### src/rtl/fd_segment_tester.sv
// FAST-9 segment test: fetches the centre and 16 circle pixels, classifies the circle
// against the centre, and reports one corner verdict per evaluation. Optional score: FD_SEGMENT_SCORE_EN.
module fd_segment_tester #(
  parameter logic [7:0] THRESHOLD = 8'd20,
  parameter int         IMG_WIDTH = 177
) (
  input  logic        clock,
  input  logic        nReset,
  input  logic [14:0] refAddr,
  input  logic [4:0]  adjNumber,
  input  logic [4:0]  regAddr,
  input  logic        readen,
  output logic [14:0] memAddr,
  output logic        memRd,
  input  logic [7:0]  memData,
  output logic        cornerValid,
  output logic        cornerFlag,
  output logic [14:0] cornerAddr,
  output logic        overrun
`ifdef FD_SEGMENT_SCORE_EN
  ,output logic [11:0] cornerScore
`endif
);

  typedef enum logic [1:0] {IDLE, CLASSIFY, REPORT} state_t;

  state_t            state_q, state_d;
  logic [14:0]       memAddr_q, ref_q, cornerAddr_q;
  logic              memRd_q, cornerValid_q, cornerFlag_q, overrun_q;
  logic [16:0][7:0]  slot_q;
  logic [15:0]       bright_q, dark_q, bright_d, dark_d;
  logic              corner;

  // Circle offsets as row-pitch-scaled signed values, wrapped to the 15-bit address space.
  function automatic logic [14:0] circ_off(input logic [4:0] idx);
    int dx, dy;
    dx = 0; dy = 0;
    case (idx)
      5'd1:  begin dx =  0; dy = -3; end
      5'd2:  begin dx =  1; dy = -3; end
      5'd3:  begin dx =  2; dy = -2; end
      5'd4:  begin dx =  3; dy = -1; end
      5'd5:  begin dx =  3; dy =  0; end
      5'd6:  begin dx =  3; dy =  1; end
      5'd7:  begin dx =  2; dy =  2; end
      5'd8:  begin dx =  1; dy =  3; end
      5'd9:  begin dx =  0; dy =  3; end
      5'd10: begin dx = -1; dy =  3; end
      5'd11: begin dx = -2; dy =  2; end
      5'd12: begin dx = -3; dy =  1; end
      5'd13: begin dx = -3; dy =  0; end
      5'd14: begin dx = -3; dy = -1; end
      5'd15: begin dx = -2; dy = -2; end
      5'd16: begin dx = -1; dy = -3; end
      default: begin dx = 0; dy = 0; end
    endcase
    return 15'(dy * IMG_WIDTH + dx);
  endfunction

  // 10-bit signed compare so c+t above 255 and c-t below 0 never wrap.
  always_comb begin
    logic signed [9:0] c_s, hi, lo, p;
    bright_d = '0;
    dark_d   = '0;
    c_s = $signed({2'b00, slot_q[0]});
    hi  = c_s + $signed({2'b00, THRESHOLD});
    lo  = c_s - $signed({2'b00, THRESHOLD});
    for (int i = 1; i <= 16; i++) begin
      p = $signed({2'b00, slot_q[i]});
      bright_d[i-1] = p > hi;
      dark_d[i-1]   = p < lo;
    end
  end

  always_comb begin
    logic wb, wd;
    corner = 1'b0;
    for (int s = 0; s < 16; s++) begin
      wb = 1'b1;
      wd = 1'b1;
      for (int k = 0; k < 9; k++) begin
        wb = wb & bright_q[(s + k) % 16];
        wd = wd & dark_q[(s + k) % 16];
      end
      corner = corner | wb | wd;
    end
  end

  always_comb begin
    state_d = state_q;
    case (state_q)
      IDLE:     if (readen) state_d = CLASSIFY;
      CLASSIFY: state_d = REPORT;
      REPORT:   state_d = IDLE;
      default:  state_d = IDLE;
    endcase
  end

  always_ff @(posedge clock or negedge nReset) begin
    if (!nReset) begin
      state_q       <= IDLE;
      memAddr_q     <= '0;
      memRd_q       <= 1'b0;
      slot_q        <= '0;
      bright_q      <= '0;
      dark_q        <= '0;
      ref_q         <= '0;
      cornerValid_q <= 1'b0;
      cornerFlag_q  <= 1'b0;
      cornerAddr_q  <= '0;
      overrun_q     <= 1'b0;
    end else begin
      state_q <= state_d;
      memRd_q <= (adjNumber <= 5'd16);
      if (adjNumber <= 5'd16) memAddr_q <= refAddr + circ_off(adjNumber);
      if (regAddr <= 5'd16) slot_q[regAddr] <= memData;
      if (state_q == IDLE && readen) begin
        bright_q <= bright_d;
        dark_q   <= dark_d;
        ref_q    <= refAddr;
      end
      if (state_q != IDLE && readen) overrun_q <= 1'b1;
      cornerValid_q <= (state_q == CLASSIFY);
      if (state_q == CLASSIFY) begin
        cornerFlag_q <= corner;
        cornerAddr_q <= ref_q;
      end
    end
  end

`ifdef FD_SEGMENT_SCORE_EN
  logic [11:0] acc_q, score_q;
  logic [7:0]  absdiff;

  assign absdiff = (memData >= slot_q[0]) ? memData - slot_q[0] : slot_q[0] - memData;

  // Running SAD against the centre; the centre write restarts it.
  always_ff @(posedge clock or negedge nReset) begin
    if (!nReset) begin
      acc_q   <= '0;
      score_q <= '0;
    end else begin
      if (regAddr == 5'd0)       acc_q <= '0;
      else if (regAddr <= 5'd16) acc_q <= acc_q + {4'b0000, absdiff};
      if (state_q == IDLE && readen) score_q <= acc_q;
    end
  end

  assign cornerScore = score_q;
`endif

  assign memAddr     = memAddr_q;
  assign memRd       = memRd_q;
  assign cornerValid = cornerValid_q;
  assign cornerFlag  = cornerFlag_q;
  assign cornerAddr  = cornerAddr_q;
  assign overrun     = overrun_q;

endmodule

### config.mk
export PLATFORM = sky130hd
export DESIGN_NAME = fd_segment_tester
export DESIGN_NICKNAME = d
export VERILOG_FILES = /design/src/rtl/fd_segment_tester.sv
export SDC_FILE = /design/constraint.sdc
export NUM_CORES = 1
export LEC_CHECK = 0
export ABC_AREA = 1
export CAP_MARGIN = 20
export CORE_ASPECT_RATIO = 0.8
export CORE_UTILIZATION = 30
export DETAILED_ROUTE_END_ITERATION = 10
export SYNTH_ARGS = -nofsm -noshare
export SYNTH_HDL_FRONTEND = slang
export SYNTH_SLANG_ARGS = --single-unit
### constraint.sdc
create_clock -name clock -period 2.6 [get_ports clock]
set_input_delay 0.26 -clock clock [delete_from_list [all_inputs] [get_ports clock]]
set_output_delay 0.26 -clock clock [all_outputs]
set_load 0.03 [all_outputs]
After elaboration in Yosys (flattened, before gate mapping)

Memories as Yosys holds them, arrays and structs flattened.
Index checks and enable logic that the tools add are counted.

Input port bits: 36
Memory bits (read-only): 2048
Flip-flop bits (word level): 219
Memories kept: 1
Logic and storage cells: 369

$lt $le $gt $ge: 36
Bitwise logic cells: 287
Multiplexer cells: 6
Add/subtract/negate cells: 4
Reduce and logical (&&, ||, !) cells: 5
Multiply operators: 1
Eq/ne operators: 2

Memory list:

| name            | words | bits a word | rd ports | clocked after Yosys merged registers in | wr ports | RTL line | source |
|---|---|---|---|---|---|---|---|
| (no name shown) | 32    | 64          | 1        | 0                                       | 0        | 38       | `case (idx)` |

Operators by type and width:

| operator              | count |
|---|---|
| $and 1x1->1           | 256 |
| $gt 8x9->1            | 16 |
| $lt 9x9->1            | 16 |
| $bwmux 136            | 1 |
| $mux 64               | 1 |
| $demux 8 s5           | 1 |
| $mul 32x9->15 const B | 1 |
| $or 1x1->1            | 31 |
| $add 15x15->15        | 2 |
| $le 5x5->1 const B    | 2 |
| $add 8x5->9 const B   | 1 |
| $sub 8x5->9 const B   | 1 |
| $mux 8                | 1 |
| $lt 5x6->1 const B    | 1 |
| $ge 5x1->1 const B    | 1 |
| $pmux 2 s2            | 1 |
| $logic_and 1x1->1     | 3 |
| $eq 2x1->1 const B    | 1 |
| $logic_not 2->1       | 1 |
| $mux 2                | 1 |
| $ne 2x2->1 const B    | 1 |
| $reduce_bool 2->1     | 1 |

Depth between registers and ports, before layout

Depth in word-level cells: 39
Depth in mapped cells: 23

Least setup slack after synthesis

No wires, ideal clock.

Path kind: in2reg
From: input port adjNumber[0]
To: register memAddr_q[12], in the netlist memAddr[12]
Data required time: 2.483 ns
Setup slack: -2.058 ns
Arrival time: 4.541 ns
Cell stages on the path: 18
Cells stage by stage: inv_1 > ha_1 > nand3_1 > nand2_1 > inv_1 > a31oi_1 > ha_1 > fa_1 > fa_1 > fa_1 > ha_1 > nand2_1 > o21ai_0 > nand2_1 > nand3_1 > nand2_1 > nand3_1 > nand2_1

Cells in the longest elaborated chain, start to end: 5
Elaborated cells on any way between the ends: 6
Classes of those cells: add/sub: 2; mul: 1; order compare: 1; mux: 1; memory: 1

RTL lines:

| element                | RTL line | source |
|---|---|---|
| start: declaration     | 10       | `input logic [4:0] adjNumber,` |
| $mem_v2 32x64          | -        |  |
| $mux 64                | 115      | `if (adjNumber <= 5'd16) memAddr_q <= refAddr + circ_off(adjNumber);` |
| $mul 32x9->15          | 57       | `return 15'(dy * IMG_WIDTH + dx);` |
| $add 15x15->15         | 57       |  |
| $add 15x15->15         | 115      |  |
| end signal: assignment | 115      |  |
| end: declaration       | 28       | `logic [14:0] memAddr_q, ref_q, cornerAddr_q;` |

Parallel ways exist; a longest one is shown, timed or not. The select of a mux whose other input is x is not followed.
A chain may end at the register's enable or synchronous reset.

Worst setup path after layout

From: input port adjNumber[0]
To: register memAddr_q[14], in the netlist memAddr[14]

The elaborated chain is that of the path after synthesis.

==> results.json <==
{
  "worstSetupStartpointType": "input pin",
  "clk_pin_slew_ps": 60,
  "p_per_area_nw_per_um2": 981,
  "power.share.sequential_pct": 26.5,
  "totalPowerFinal_uw": 19700,
  "syn_to_final_growth_pct": 26.1,
  "cts_root_buffer": "clkbuf_16",
  "start_util_pct": 30.4,
  "netlist_area_sq_um": 15900,
  "dp_cells": 2869,
  "setup_slack_ps": -784,
  "first_iter_violations": 1042,
  "setup_viol": 12,
  "relSlewSlack_pct": 51.4,
  "die_h_microns": 208,
  "rows": 75,
  "finalCritPeriodShare_pct": 130,
  "final_cells": 2944,
  "io_pins": 70,
  "htreeDepth": 1,
  "internal-power_uw": 11200,
  "p_sw_share_pct": 43.0,
  "final.fill_count": 5167,
  "status": "complete, but fails checks",
  "syn-num-nets": 2362,
  "yosysWarningCount": 0,
  "netlist_instances": 2052,
  "antenna_found_initial": 1,
  "layout-drive-gt1-share_pct": 12.6,
  "grt_max_degree": 86,
  "ys_seq_elements": 219,
  "yosysMostFrequentCell": "nand2_1",
  "hold_path.class": "in -> reg",
  "layout_min_cycle_time_ps": 3380,
  "max-cap-violations": 0,
  "grt_setup_unrepaired": "true",
  "drt_first_pass_iters": 5,
  "die-area_sq_um": 54100,
  "die_x_microns": 260,
  "violations": "negative setup slack",
  "critPathKind": "in -> reg",
  "preCtsSetupSlack_ps": -1870,
  "multiInputGateArea_sq_um": 9890,
  "grt_pass1_wl_mm": 76.0,
  "fmax_mhz": 295,
  "synth_top_flop_cell": "dfrtp_1",
  "cp-end-kind": "flip-flop",
  "cts_inserted_buffers": 28,
  "async_flop_share_pct": 100,
  "wl_per_cell_microns": 16.4,
  "gp_congestion": 0.852,
  "ys_top_cells_by_area": "dfrtp_1 34%, ha_1 20%, nand2_1 14%",
  "overflow": 0,
  "clk_latency_ps": 560,
  "cts_tree": "built",
  "drc_errors": 0,
  "hold_violations": 0,
  "clk_path_buf_depth": 3,
  "drv_slew": 0,
  "cp_max_fo": 5,
  "dr_total_vias": 14108,
  "ys_seq_area_share_pct": 34.4,
  "p_leak_uw": 0.0104,
  "diodes": 0,
  "clock_sinks": 219,
  "power_switching_uw": 8480,
  "gr-usage-all-layers_pct": 17.9,
  "synth.avg_cell_area_sq_um": 7.77,
  "post-dp-hpwl_mm": 33.7,
  "synth-edff-count": 0,
  "synth_largest_area_cell": "dfrtp_1",
  "worstPathArrival_ps": 3840,
  "peakVddDrop_mv": 0.494,
  "coreArea_sq_um": 52500,
  "drt.antenna.violating_nets": 0,
  "synth.top_cells.by_count": "580 x nand2_1, 249 x ha_1, 243 x inv_1",
  "grt_pass1_vias": 13749,
  "drt-total-wl_mm": 48.2,
  "nets": 2539,
  "worstPathRequired_ps": 3060,
  "viasPerCell": 4.79,
  "numPortBuffers": 69,
  "skew_ps": 13.2,
  "clockPowerShare_pct": 20.3,
  "power_frac_comb_pct": 53.2,
  "synth_cell_types": 37,
  "tightest_slew_ps": 729,
  "synth_top_area_share_pct": 34.4,
  "regArea_sq_um": 5480
}
## routing by layer
metal | vias up | track usage [%] | share of wire (%)
met3 | 72 | 1.92 | 4.6
li1 | 7074 | - | -
met4 | 0 | 4.52 | 2.2
met1 | 6661 | 25.7 | 48
met5 | - | 0 | 0
met2 | 301 | 28.4 | 45
## metrics by stage
step	utilization [%]	TNS, ps	instance area [sq um]	hold WS, ps
after floorplan	-	-11390	16200	-35.6
after global placement	35.2	-20950	18500	330
after detailed placement	35.2	-21630	18500	324
after CTS	37.7	-6560	19800	233
after global routing	38.3	-9340	20100	238
final	38.3	-6970	20100	230
## worst max-delay path, stage by stage
cell,delay [ps]
buf_8,90
inv_4,30
ha_4,250
nand2_1,60
a21oi_2,180
nor3_4,90
buf_6,140
ha_4,150
fa_1,540
inv_1,60
fa_1,500
inv_1,60
fa_2,470
ha_4,320
nand2_2,80
o21bai_1,180
nand2_1,90
nand3_2,70
nand2_1,60
nand3_1,90
nand2_1,50
## final timing paths
kind,startpoint,endpoint,slack [ps],depth (start not counted)
setup reg to reg,slot_q[2],dark_q[15],140,14
hold reg to reg,state_q[1],state_q[1],460,1
setup / recovery,adjNumber[0],memAddr[14],-780,21
max in group asynchronous,nReset,slot_q[92],1430,3
min in group asynchronous,nReset,slot_q[85],300,2
hold / removal,adjNumber[3],memRd,230,5
## cell type report
type | instances | share of cell area [%]
clock buffers | 41 | 4.18
clock inverters | 11 | 0.535
inverters | 248 | 4.76
multi-input cells | 1533 | 49.2
flip-flops and latches | 219 | 27.3
well taps | 693 | 4.31
repair buffers | 199 | 9.77
## layout by cell type (no fill, tap or decap), types with 4 or more instances in the layout
cell / count
xor2_1: 4
inv_2: 13
nor2_2: 6
a21oi_1: 80
nor3_4: 5
ha_4: 18
clkbuf_8: 7
o21ai_0: 148
a21oi_4: 4
buf_4: 95
ha_1: 229
nand3_1: 119
xor2_2: 5
nor3_1: 34
xnor2_1: 4
nand2_2: 8
a21oi_2: 6
clkdlybuf4s50_1: 63
fa_1: 22
clkbuf_16: 30
a21boi_0: 12
clkbuf_1: 5
dfrtp_1: 218
inv_1: 228
nand2_1: 572
nand4_1: 24
nand3b_1: 12
buf_6: 18
o21ai_2: 4
a21o_1: 22
buf_12: 16
o21ai_1: 10
clkinv_2: 8
nor2_1: 147
nand3_2: 4
## kinds of logic after synthesis
| group | synth area share, % |
|---|---|
| and+or+nand+nor | 24.7 |
| buffers and inverters | 7.29 |
| AOI/OAI and AO/OA | 10.0 |
| adders and majority gates | 22.7 |
| DFF | 34.4 |
| xor gates and xnor gates | 0.989 |
## power by group through the flow
stage	clock network (uW)	logic (uW)	registers, uW
floorplan	0	5950	5430
global placement	0	9460	5230
detailed placement	0	9770	5260
CTS	4100	10100	5220
global route	4250	11800	5360
finish	4000	10500	5230
## state kept, by name (all words and copies together), names as in the netlist
signal and count:
bright_q 16, cornerAddr 15, cornerFlag 1, cornerValid 1
dark_q 16, memAddr 15, memRd 1, overrun 1
ref_q 15, slot_q 136, state_q 2
## what timing repair did
action	in CTS	in global routing
setup endpoints to repair	13	26
resized for setup	88	42
pin swaps	41	40
gates cloned	0	1
hold endpoints to repair	78	0
hold buffers	1	0
setup buffers	11	15
Note: power is estimated with default switching activity, not from simulation.
